==> config.mk <==
export PLATFORM = sky130hd
export DESIGN_NAME = prog_loader
export DESIGN_NICKNAME = d
export VERILOG_FILES = /design/src/rtl/prog_loader.sv
export SDC_FILE = /design/constraint.sdc
export NUM_CORES = 1
export LEC_CHECK = 0
export BUFFER_PORTS_ARGS = -buffer_cell sky130_fd_sc_hd__buf_2
export CORE_ASPECT_RATIO = 1.1
export CORE_UTILIZATION = 50
export CTS_CLUSTER_DIAMETER = 80
export DETAILED_ROUTE_END_ITERATION = 10
export PLACE_DENSITY = 0.84
export SLEW_MARGIN = 20
export SYNTH_ARGS = -nofsm -noshare
export SYNTH_HDL_FRONTEND = slang
export SYNTH_SLANG_ARGS = --single-unit
export TNS_END_PERCENT = 100
==> constraint.sdc <==
create_clock -name clk_i -period 2.2 [get_ports clk_i]
set_clock_uncertainty 0.1 [all_clocks]
set_input_delay 0.22 -clock clk_i [delete_from_list [all_inputs] [get_ports clk_i]]
set_output_delay 0.22 -clock clk_i [all_outputs]
set_load 0.05 [all_outputs]
==> src/rtl/prog_loader.sv <==
// prog_loader: receives a DEPTH-byte program image over an 8N1 serial line,
// writes it into instruction memory and holds the CPU in reset until the
// image is complete.
// Optional feature: define LOADER_CHECKSUM_EN to require a trailing
// two's-complement checksum byte before the CPU is released.
module prog_loader #(
    parameter int CLKS_PER_BIT = 16,
    parameter int DEPTH        = 32,
    parameter int AW           = 5
) (
    input  logic          clk_i,
    input  logic          rst_i,
    input  logic          rx_i,
    output logic          mem_we_o,
    output logic [AW-1:0] mem_addr_o,
    output logic [7:0]    mem_data_o,
    output logic          cpu_rst_o,
    output logic          done_o,
    output logic          frame_err_o,
    output logic          cksum_err_o
);

    localparam logic [7:0]    BIT_LAST  = 8'(CLKS_PER_BIT - 1);
    localparam logic [7:0]    HALF_LAST = 8'((CLKS_PER_BIT / 2) - 1);
    localparam logic [AW-1:0] ADDR_LAST = AW'(DEPTH - 1);

    typedef enum logic [1:0] {
        RX_IDLE  = 2'd0,
        RX_START = 2'd1,
        RX_DATA  = 2'd2,
        RX_STOP  = 2'd3
    } rx_state_t;

    typedef enum logic [1:0] {
        LD_LOAD  = 2'd0,
        LD_RUN   = 2'd1,
        LD_CHECK = 2'd2
    } ld_state_t;

    // synchronizer and edge-detect history
    logic sync1, sync2, sync_prev;

    // receiver state
    rx_state_t rx_state, rx_next;
    logic [7:0] cnt, cnt_next;
    logic [2:0] bit_idx, bit_next;
    logic [7:0] rx_shift, shift_next;
    logic       rx_valid, valid_next;
    logic       ferr_set;

    // loader state
    ld_state_t ld_state, ld_next;
    logic [AW-1:0] wr_addr, addr_next;
    logic          do_write;

`ifdef LOADER_CHECKSUM_EN
    logic [7:0] sum, sum_next, ck_total;
    logic       ck_fail;
`endif

    // Two-flop synchronizer plus one history flop for falling-edge detection.
    always_ff @(posedge clk_i or posedge rst_i) begin
        if (rst_i) begin
            sync1     <= 1'b1;
            sync2     <= 1'b1;
            sync_prev <= 1'b1;
        end else begin
            sync1     <= rx_i;
            sync2     <= sync1;
            sync_prev <= sync2;
        end
    end

    // Receiver next-state: start detection, mid-bit sampling, stop check.
    always_comb begin
        rx_next    = rx_state;
        cnt_next   = cnt;
        bit_next   = bit_idx;
        shift_next = rx_shift;
        valid_next = 1'b0;
        ferr_set   = 1'b0;
        case (rx_state)
            RX_IDLE: begin
                cnt_next = 8'd0;
                bit_next = 3'd0;
                if (sync_prev && !sync2) begin
                    rx_next = RX_START;
                end else begin
                    rx_next = RX_IDLE;
                end
            end
            RX_START: begin
                if (cnt == HALF_LAST) begin
                    cnt_next = 8'd0;
                    // a line already back high means the edge was a glitch
                    if (!sync2) begin
                        rx_next = RX_DATA;
                    end else begin
                        rx_next = RX_IDLE;
                    end
                end else begin
                    cnt_next = cnt + 8'd1;
                end
            end
            RX_DATA: begin
                if (cnt == BIT_LAST) begin
                    cnt_next   = 8'd0;
                    shift_next = {sync2, rx_shift[7:1]};
                    if (bit_idx == 3'd7) begin
                        rx_next = RX_STOP;
                    end else begin
                        bit_next = bit_idx + 3'd1;
                    end
                end else begin
                    cnt_next = cnt + 8'd1;
                end
            end
            RX_STOP: begin
                if (cnt == BIT_LAST) begin
                    cnt_next = 8'd0;
                    rx_next  = RX_IDLE;
                    if (sync2) begin
                        valid_next = 1'b1;
                    end else begin
                        ferr_set = 1'b1;
                    end
                end else begin
                    cnt_next = cnt + 8'd1;
                end
            end
            default: begin
                rx_next  = RX_IDLE;
                cnt_next = 8'd0;
            end
        endcase
    end

    // Receiver registers and sticky framing-error flag.
    always_ff @(posedge clk_i or posedge rst_i) begin
        if (rst_i) begin
            rx_state    <= RX_IDLE;
            cnt         <= 8'd0;
            bit_idx     <= 3'd0;
            rx_shift    <= 8'h00;
            rx_valid    <= 1'b0;
            frame_err_o <= 1'b0;
        end else begin
            rx_state <= rx_next;
            cnt      <= cnt_next;
            bit_idx  <= bit_next;
            rx_shift <= shift_next;
            rx_valid <= valid_next;
            if (ferr_set) begin
                frame_err_o <= 1'b1;
            end
        end
    end

    // Loader next-state: write accepted bytes and decide when to release the CPU.
    always_comb begin
        ld_next   = ld_state;
        do_write  = 1'b0;
        addr_next = wr_addr;
`ifdef LOADER_CHECKSUM_EN
        sum_next  = sum;
        ck_fail   = 1'b0;
        ck_total  = sum + rx_shift;
`endif
        case (ld_state)
            LD_LOAD: begin
                if (rx_valid) begin
                    do_write  = 1'b1;
                    addr_next = wr_addr + AW'(1'b1);
`ifdef LOADER_CHECKSUM_EN
                    sum_next  = sum + rx_shift;
`endif
                    if (wr_addr == ADDR_LAST) begin
`ifdef LOADER_CHECKSUM_EN
                        ld_next = LD_CHECK;
`else
                        ld_next = LD_RUN;
`endif
                    end else begin
                        ld_next = LD_LOAD;
                    end
                end else begin
                    ld_next = LD_LOAD;
                end
            end
`ifdef LOADER_CHECKSUM_EN
            LD_CHECK: begin
                if (rx_valid) begin
                    if (ck_total == 8'h00) begin
                        ld_next = LD_RUN;
                    end else begin
                        // bad image: restart the load from address 0
                        ck_fail   = 1'b1;
                        addr_next = '0;
                        sum_next  = 8'h00;
                        ld_next   = LD_LOAD;
                    end
                end else begin
                    ld_next = LD_CHECK;
                end
            end
`endif
            LD_RUN: begin
                ld_next = LD_RUN;
            end
            default: begin
                ld_next = LD_LOAD;
            end
        endcase
    end

    // Loader registers; CPU release lags the state change by one cycle so the
    // final write lands before the CPU's first fetch.
    always_ff @(posedge clk_i or posedge rst_i) begin
        if (rst_i) begin
            ld_state   <= LD_LOAD;
            wr_addr    <= '0;
            mem_we_o   <= 1'b0;
            mem_addr_o <= '0;
            mem_data_o <= 8'h00;
            cpu_rst_o  <= 1'b1;
            done_o     <= 1'b0;
        end else begin
            ld_state <= ld_next;
            wr_addr  <= addr_next;
            mem_we_o <= do_write;
            if (do_write) begin
                mem_addr_o <= wr_addr;
                mem_data_o <= rx_shift;
            end
            cpu_rst_o <= (ld_state != LD_RUN);
            done_o    <= (ld_state == LD_RUN);
        end
    end

`ifdef LOADER_CHECKSUM_EN
    // Running image sum and sticky checksum-error flag.
    always_ff @(posedge clk_i or posedge rst_i) begin
        if (rst_i) begin
            sum         <= 8'h00;
            cksum_err_o <= 1'b0;
        end else begin
            sum <= sum_next;
            if (ck_fail) begin
                cksum_err_o <= 1'b1;
            end
        end
    end
`else
    assign cksum_err_o = 1'b0;
`endif

endmodule

==> results of run 1 <==
logic make-up after synthesis:
logic type / Yosys count / share of synthesized area
flops: 48 / 0.584
simple gates: 41 / 0.124
compound gates: 24 / 0.0836
mux: 24 / 0.130
buf+inv: 13 / 0.0291
fa+ha+maj: 5 / 0.0303
xor+xnor: 4 / 0.0170
other cells: 1 / 0.00182
stage by stage:
stage          instance area [sq um]   util  hold slack, ps
6_report                        2420  0.611             266
5_1_grt                         2420  0.611             268
4_1_cts                         2410  0.607             268
3_5_place_dp                    2270  0.573             227
3_3_place_gp                    2270  0.573             228
2_1_floorplan                   2070      -             124
power groups by stage:
stage                     combinational, mW  sequential [mW]  clock (mW)
after floorplan                       0.227             1.00           0
after global placement                0.265             1.03           0
after detailed placement              0.294             1.04           0
after CTS                             0.300             1.03       0.648
after global routing                  0.332             1.04       0.687
final                                 0.307             1.03       0.637
final cells by class:
| type | count | share of cell area |
|---|---|---|
| flip-flops and latches | 48 | 0.498 |
| multi-input cells | 99 | 0.330 |
| repair buffers | 34 | 0.0878 |
| clock buffers | 5 | 0.0284 |
| well taps | 52 | 0.0269 |
| clock inverters | 3 | 0.0191 |
| inverters | 6 | 0.00930 |
registers in the layout (all words and copies together), names as in the netlist, named ones only:
signal       count
ld_state         1
bit_idx          3
mem_data_o       8
frame_err_o      1
mem_we_o         1
sync_prev        1
done_o           1
wr_addr          5
cnt              8
cpu_rst_o        1
rx_state         1
sync2            1
sync1            1
mem_addr_o       5
rx_shift         8
rx_valid         1
path summary, 6_finish.rpt:
| kind | slack [ps] | startpoint | endpoint |
|---|---|---|---|
| min in group asynchronous | 420 | rst_i | mem_addr_o[3] |
| hold reg to reg | 270 | sync1 | sync2 |
| hold / removal | 270 | sync1 | sync2 |
| setup reg to reg | 50 | cnt[5] | rx_state[0] |
| max in group asynchronous | 950 | rst_i | sync1 |
| setup / recovery | 50 | cnt[5] | rx_state[0] |
cells in the final DEF, fill, tap and decap left out, types with 2 or more instances in the layout:
cell type and n:
or3_1 3, dfstp_2 4, and3_1 2, nand2_1 10, mux2_2 23, and2_1 3, o21ai_0 3, a311o_1 3
nor2b_1 2, or4_1 2, clkbuf_8 5, nand4_1 2, dfrtp_1 43, inv_1 4, dlygate4sd3_1 2, buf_4 13
nand2b_1 2, buf_2 19, xnor2_1 3, ha_1 5, a22oi_1 3, a211oi_1 4, nand3_1 2, nor4_1 2
nor3_1 3, a21oi_1 5
metal layers:
metal | up-vias | wire length (microns)
li1 | 647 | -
met1 | 719 | 1690
met2 | 33 | 2190
met3 | 7 | 140
met4 | 0 | 53
met5 | - | 0
critical path, cell delays in order, from the launching register on:
cell and delay, ps:
dfrtp_2 420, or4_4 560, o311a_2 400, or4_1 530
repair_timing:
action | 4_1_cts | 5_1_grt
endpoints found under the setup margin | 0 | 1
endpoints found under the hold margin | 26 | 0
setup buffers | 0 | 2
hold buffers | 2 | 0
gates resized for setup | 0 | 1
==> flow_summary.json, run 1 <==
{
  "min_path_cells": 0,
  "grt_pass1_wl_mm": 6.91,
  "max_slew_margin": 0.621,
  "busiest_layer": "met2",
  "drive_gt1_frac": 0.369,
  "rr_worst_depth": 3,
  "fin_crit_ps": 2150,
  "finalPower_mw": 1.98,
  "vias": 1406,
  "cellPowerDensity_mw_per_mm2": 815,
  "core_sq_mm": 0.00396,
  "rsz0062_at_grt": "false",
  "cp.arrival_ps": 2210,
  "power.switching_uw": 567,
  "nNetsFinal": 202,
  "layoutNonFillerInstCount": 247,
  "cts_buffers": 5,
  "grt_use_total": 0.204,
  "clk_path_buf_depth": 2,
  "synth_cell_type_count": 44,
  "antenna_found_initial": 0,
  "async_flop_share": 1.00,
  "cts.clk_slew.worst_paths_ps": 90,
  "gr-usage-met2": 0.355,
  "viasPerCell": 5.69,
  "ir_worst_vdd_mv": 0.623,
  "use_met1": 0.260,
  "yosysMostFrequentCell": "dfrtp_1",
  "syn_area_per_cell_sq_um": 12.9,
  "power_frac_seq": 0.522,
  "timing.final.ws_setup_ps": 52.7,
  "ant_nets": 0,
  "synth_fp_nets": 168,
  "routedWlPerCell_microns": 16.5,
  "drt_iter0_markers": 82,
  "first_global_vias": 1434,
  "io_pins": 21,
  "grt_max_degree": 29,
  "path_class": "reg -> reg",
  "pwr-share-clk": 0.322,
  "tightest_slew_ps": 568,
  "htreeDepth": 2,
  "portBuffers": 19,
  "cp-end-kind": "flip-flop",
  "die_h_microns": 69.4,
  "area_growth_pct": 17.3,
  "gp_congestion": 0.741,
  "finalCritPeriodShare": 0.976,
  "regArea_sq_mm": 0.00121,
  "drc": 0,
  "slew_viol_final": 0,
  "cp-start-kind": "flip-flop",
  "dp.cells": 235,
  "cts_tree": "yes",
  "gr-usage-met3": 0.0345,
  "cts.sinks": 48,
  "yosysWarningCount": 0,
  "status": "finished clean",
  "cts-root-buf": "clkbuf_8",
  "path_max_fanout": 4,
  "switching_share": 0.287,
  "globalRouteOverflowTotal": 0,
  "final.setup.tns_ps": 0,
  "multiInputGateArea_sq_um": 800,
  "cap_violations": 0,
  "finalSetupViolations": 0,
  "synth_seq_cells": 48,
  "row_count": 24,
  "fmax_mhz": 466,
  "fp.dieW_microns": 63.3,
  "synth-edff-count": 0,
  "fillers": 323,
  "syn_area_sq_mm": 0.00207,
  "netlist_top_cells_count": "44 x dfrtp_1, 23 x mux2_2, 10 x nand2_1",
  "clock_latency_ps": 300,
  "dp_slack_ps": 37.4,
  "synth_top_area_cell": "dfrtp_1",
  "crit_required_ps": 2270,
  "power.leakage_nw": 1.24,
  "ys.flop_type": "dfrtp_1",
  "hold_class": "reg -> reg",
  "dieArea_sq_mm": 0.00439,
  "wirelength_mm": 4.07,
  "cellInternalPower_mw": 1.41,
  "ys_seq_area_frac": 0.584,
  "n_antenna_cell": 0,
  "synthTopCellsByArea": "dfrtp_1 53%, mux2_2 13%, dfstp_2 5.1%",
  "drt-pass1-iter-count": 4,
  "start_util": 0.521,
  "p_comb_frac": 0.156,
  "syn-instance-count": 160,
  "hpwl_mm": 2.78,
  "hold_violations": 0,
  "yosys.area.top_type_share": 0.533
}
Power figures use the tool's default switching activity.
==> inputs of run 2 (changes only) <==
- ABC_AREA: unset -> 1
- BUFFER_PORTS_ARGS: -buffer_cell sky130_fd_sc_hd__buf_2 -> unset
- DONT_BUFFER_PORTS: unset -> 1
- GPL_ROUTABILITY_DRIVEN: unset -> 0
- PLACE_DENSITY: 0.84 -> 0.8
==> flow_summary.json, run 2 <==
{
  "fmax_mhz": 618,
  "yosysMostFrequentCell": "nand2_1",
  "io_pins": 21,
  "core_sq_mm": 0.00399,
  "max_slew_margin": 0.623,
  "r2r_start": "cnt[0]",
  "dp.cells": 256,
  "cts_buffers": 5,
  "synthTopCellsByArea": "dfrtp_1 53%, nand2_1 8.4%, dfstp_2 5.0%",
  "drive_gt1_frac": 0.206,
  "worstHoldStart": "sync1",
  "finalSetupViolations": 0,
  "final.setup.tns_ps": 0,
  "yosysWarningCount": 0,
  "grt_max_degree": 29,
  "htreeDepth": 2,
  "cellInternalPower_mw": 1.57,
  "async_flop_share": 1.00,
  "globalRouteOverflowTotal": 0,
  "ant_nets": 0,
  "power.leakage_nw": 1.09,
  "cellPowerDensity_mw_per_mm2": 992,
  "hpwl_mm": 2.27,
  "p_comb_frac": 0.183,
  "layout_common_cells": "47 x nand2_1, 44 x dfrtp_1, 25 x inv_1",
  "cts_tree": "yes",
  "rsz0062_at_grt": "false",
  "hold_violations": 0,
  "fp.dieW_microns": 63.7,
  "syn_area_sq_mm": 0.00210,
  "yosys.area.top_type_share": 0.525,
  "ctsResizeCount": 0,
  "synth_top_area_cell": "dfrtp_1",
  "fillers": 332,
  "final_common_cell": "nand2_1",
  "cp.arrival_ps": 1710,
  "timing.final.ws_setup_ps": 582,
  "die_h_microns": 69.9,
  "path_class": "reg -> reg",
  "cts-root-buf": "clkbuf_8",
  "start_util": 0.525,
  "cts.clk_slew.worst_paths_ps": 90,
  "synth_cell_type_count": 31,
  "ys.flop_type": "dfrtp_1",
  "synth_fp_nets": 216,
  "netlist_top_cells_count": "47 x nand2_1, 44 x dfrtp_1, 26 x inv_1",
  "ctsHoldBuffers": 2,
  "postCtsSetupBuffers": 0,
  "whs_endpoint": "sync2",
  "syn_area_per_cell_sq_um": 10.1,
  "path_max_fanout": 6,
  "wirelength_mm": 3.15,
  "status": "finished clean",
  "fin_crit_ps": 1620,
  "routedWlPerCell_microns": 11.8,
  "drt_iter0_markers": 97,
  "n_antenna_cell": 0,
  "clk_path_buf_depth": 2,
  "cp-start-kind": "flip-flop",
  "dp_slack_ps": 596,
  "viasPerCell": 4.92,
  "antenna_found_initial": 0,
  "crit_required_ps": 2290,
  "finalCritPeriodShare": 0.735,
  "layoutNonFillerInstCount": 266,
  "drc": 0,
  "synth_seq_cells": 48,
  "synth-edff-count": 0,
  "tightest_slew_ps": 564,
  "grt_use_total": 0.166,
  "cts.sinks": 48,
  "rr_endpoint": "cnt[7]",
  "syn-instance-count": 208,
  "cp-end-kind": "flip-flop",
  "power_frac_seq": 0.484,
  "hold_class": "reg -> reg",
  "largestRegisters": "cnt: 8 flops, mem_data_o: 8 flops, rx_shift: 8 flops",
  "portBuffers": 0,
  "row_count": 24,
  "clock_latency_ps": 310,
  "drt-pass1-iter-count": 4,
  "rr_worst_depth": 6,
  "switching_share": 0.310,
  "ir_worst_vdd_mv": 0.417,
  "slew_viol_final": 0,
  "dieArea_sq_mm": 0.00446,
  "finalPower_mw": 2.28,
  "vias": 1309,
  "area_growth_pct": 9.43,
  "min_path_cells": 0,
  "power.switching_uw": 706,
  "grt_pass1_wl_mm": 5.64,
  "nNetsFinal": 221,
  "pwr-share-clk": 0.333,
  "first_global_vias": 1322,
  "cap_violations": 0,
  "r2r_slack_ps": 580,
  "ys_seq_area_frac": 0.575
}
[run 2: changes by cell type in the layout (fill, tap and decap cells not counted), moves of 4 or more]
cell and delta:
inv_1 +21, xor2_1 +4, o21ai_2 +9, buf_2 -19, nor2_1 +5, nor2_2 +6, a21oi_1 -4, mux2_2 -23
o21ai_0 +16, nor2_4 +5, buf_4 -12, a211oi_1 -4, nand2_1 +37
[run 2: power groups by stage]
stage	Clock [mW]	Combinational (mW)	Sequential [mW]
final	0.757	0.417	1.10
after global routing	0.810	0.477	1.12
after CTS	0.778	0.423	1.10
after detailed placement	0	0.419	1.12
after global placement	0	0.402	1.11
after floorplan	0	0.375	1.08
[run 2: layout make-up]
| type | count | area (sq um) | share of cell area |
|---|---|---|---|
| Clock buffer | 5 | 68.8 | 0.0300 |
| Timing Repair Buffer | 3 | 27.5 | 0.0120 |
| Multi-Input combinational cell | 128 | 757 | 0.330 |
| Inverter | 27 | 101 | 0.0442 |
| Sequential cell | 48 | 1210 | 0.526 |
| Tap cell | 52 | 65.1 | 0.0284 |
| Clock inverter | 3 | 68.8 | 0.0300 |
[run 2: metrics by stage]
step	area (sq um)	utilization	hold WS (ps)
3_3_place_gp	2140	0.535	85.0
2_1_floorplan	2100	-	124
5_1_grt	2290	0.575	268
3_5_place_dp	2140	0.535	93.1
6_report	2290	0.575	259
4_1_cts	2290	0.575	261
[run 2: kinds of logic (layout without fill, tap and decap cells)]
family          count (synthesis)  after routing  share of synthesized area
compound gates                 34             34                      0.109
xor+xnor                        6              6                     0.0251
fa+ha+maj                       5              5                     0.0298
buf+inv                        32             38                     0.0638
flops                          48             48                      0.575
other cells                     1              1                    0.00179
simple gates                   82             82                      0.195
[run 2: critical path, cell delays in order, from the launching register on]
cell	delay, ps
dfrtp_1	390
ha_1	240
nand2_1	130
nor2_4	130
nand3_2	140
a21oi_4	300
nor2_2	70
[run 2: how the worst max path moves through the flow]
stage	start	end	slack [ps]
6_report	cnt[0]	cnt[7]	580
5_1_grt	cnt[0]	cnt[7]	460
3_5_place_dp	cnt[0]	cnt[7]	600
2_1_floorplan	rst_i	async pin	740
4_1_cts	cnt[0]	cnt[7]	580
3_3_place_gp	cnt[0]	cnt[7]	670
[run 2: layer usage]
layer	track usage	vias to the layer above	wire length [microns]
met5	0	-	0
met4	0.101	0	91
met3	0.0490	8	118
met2	0.278	23	1520
met1	0.183	610	1420
li1	-	668	-
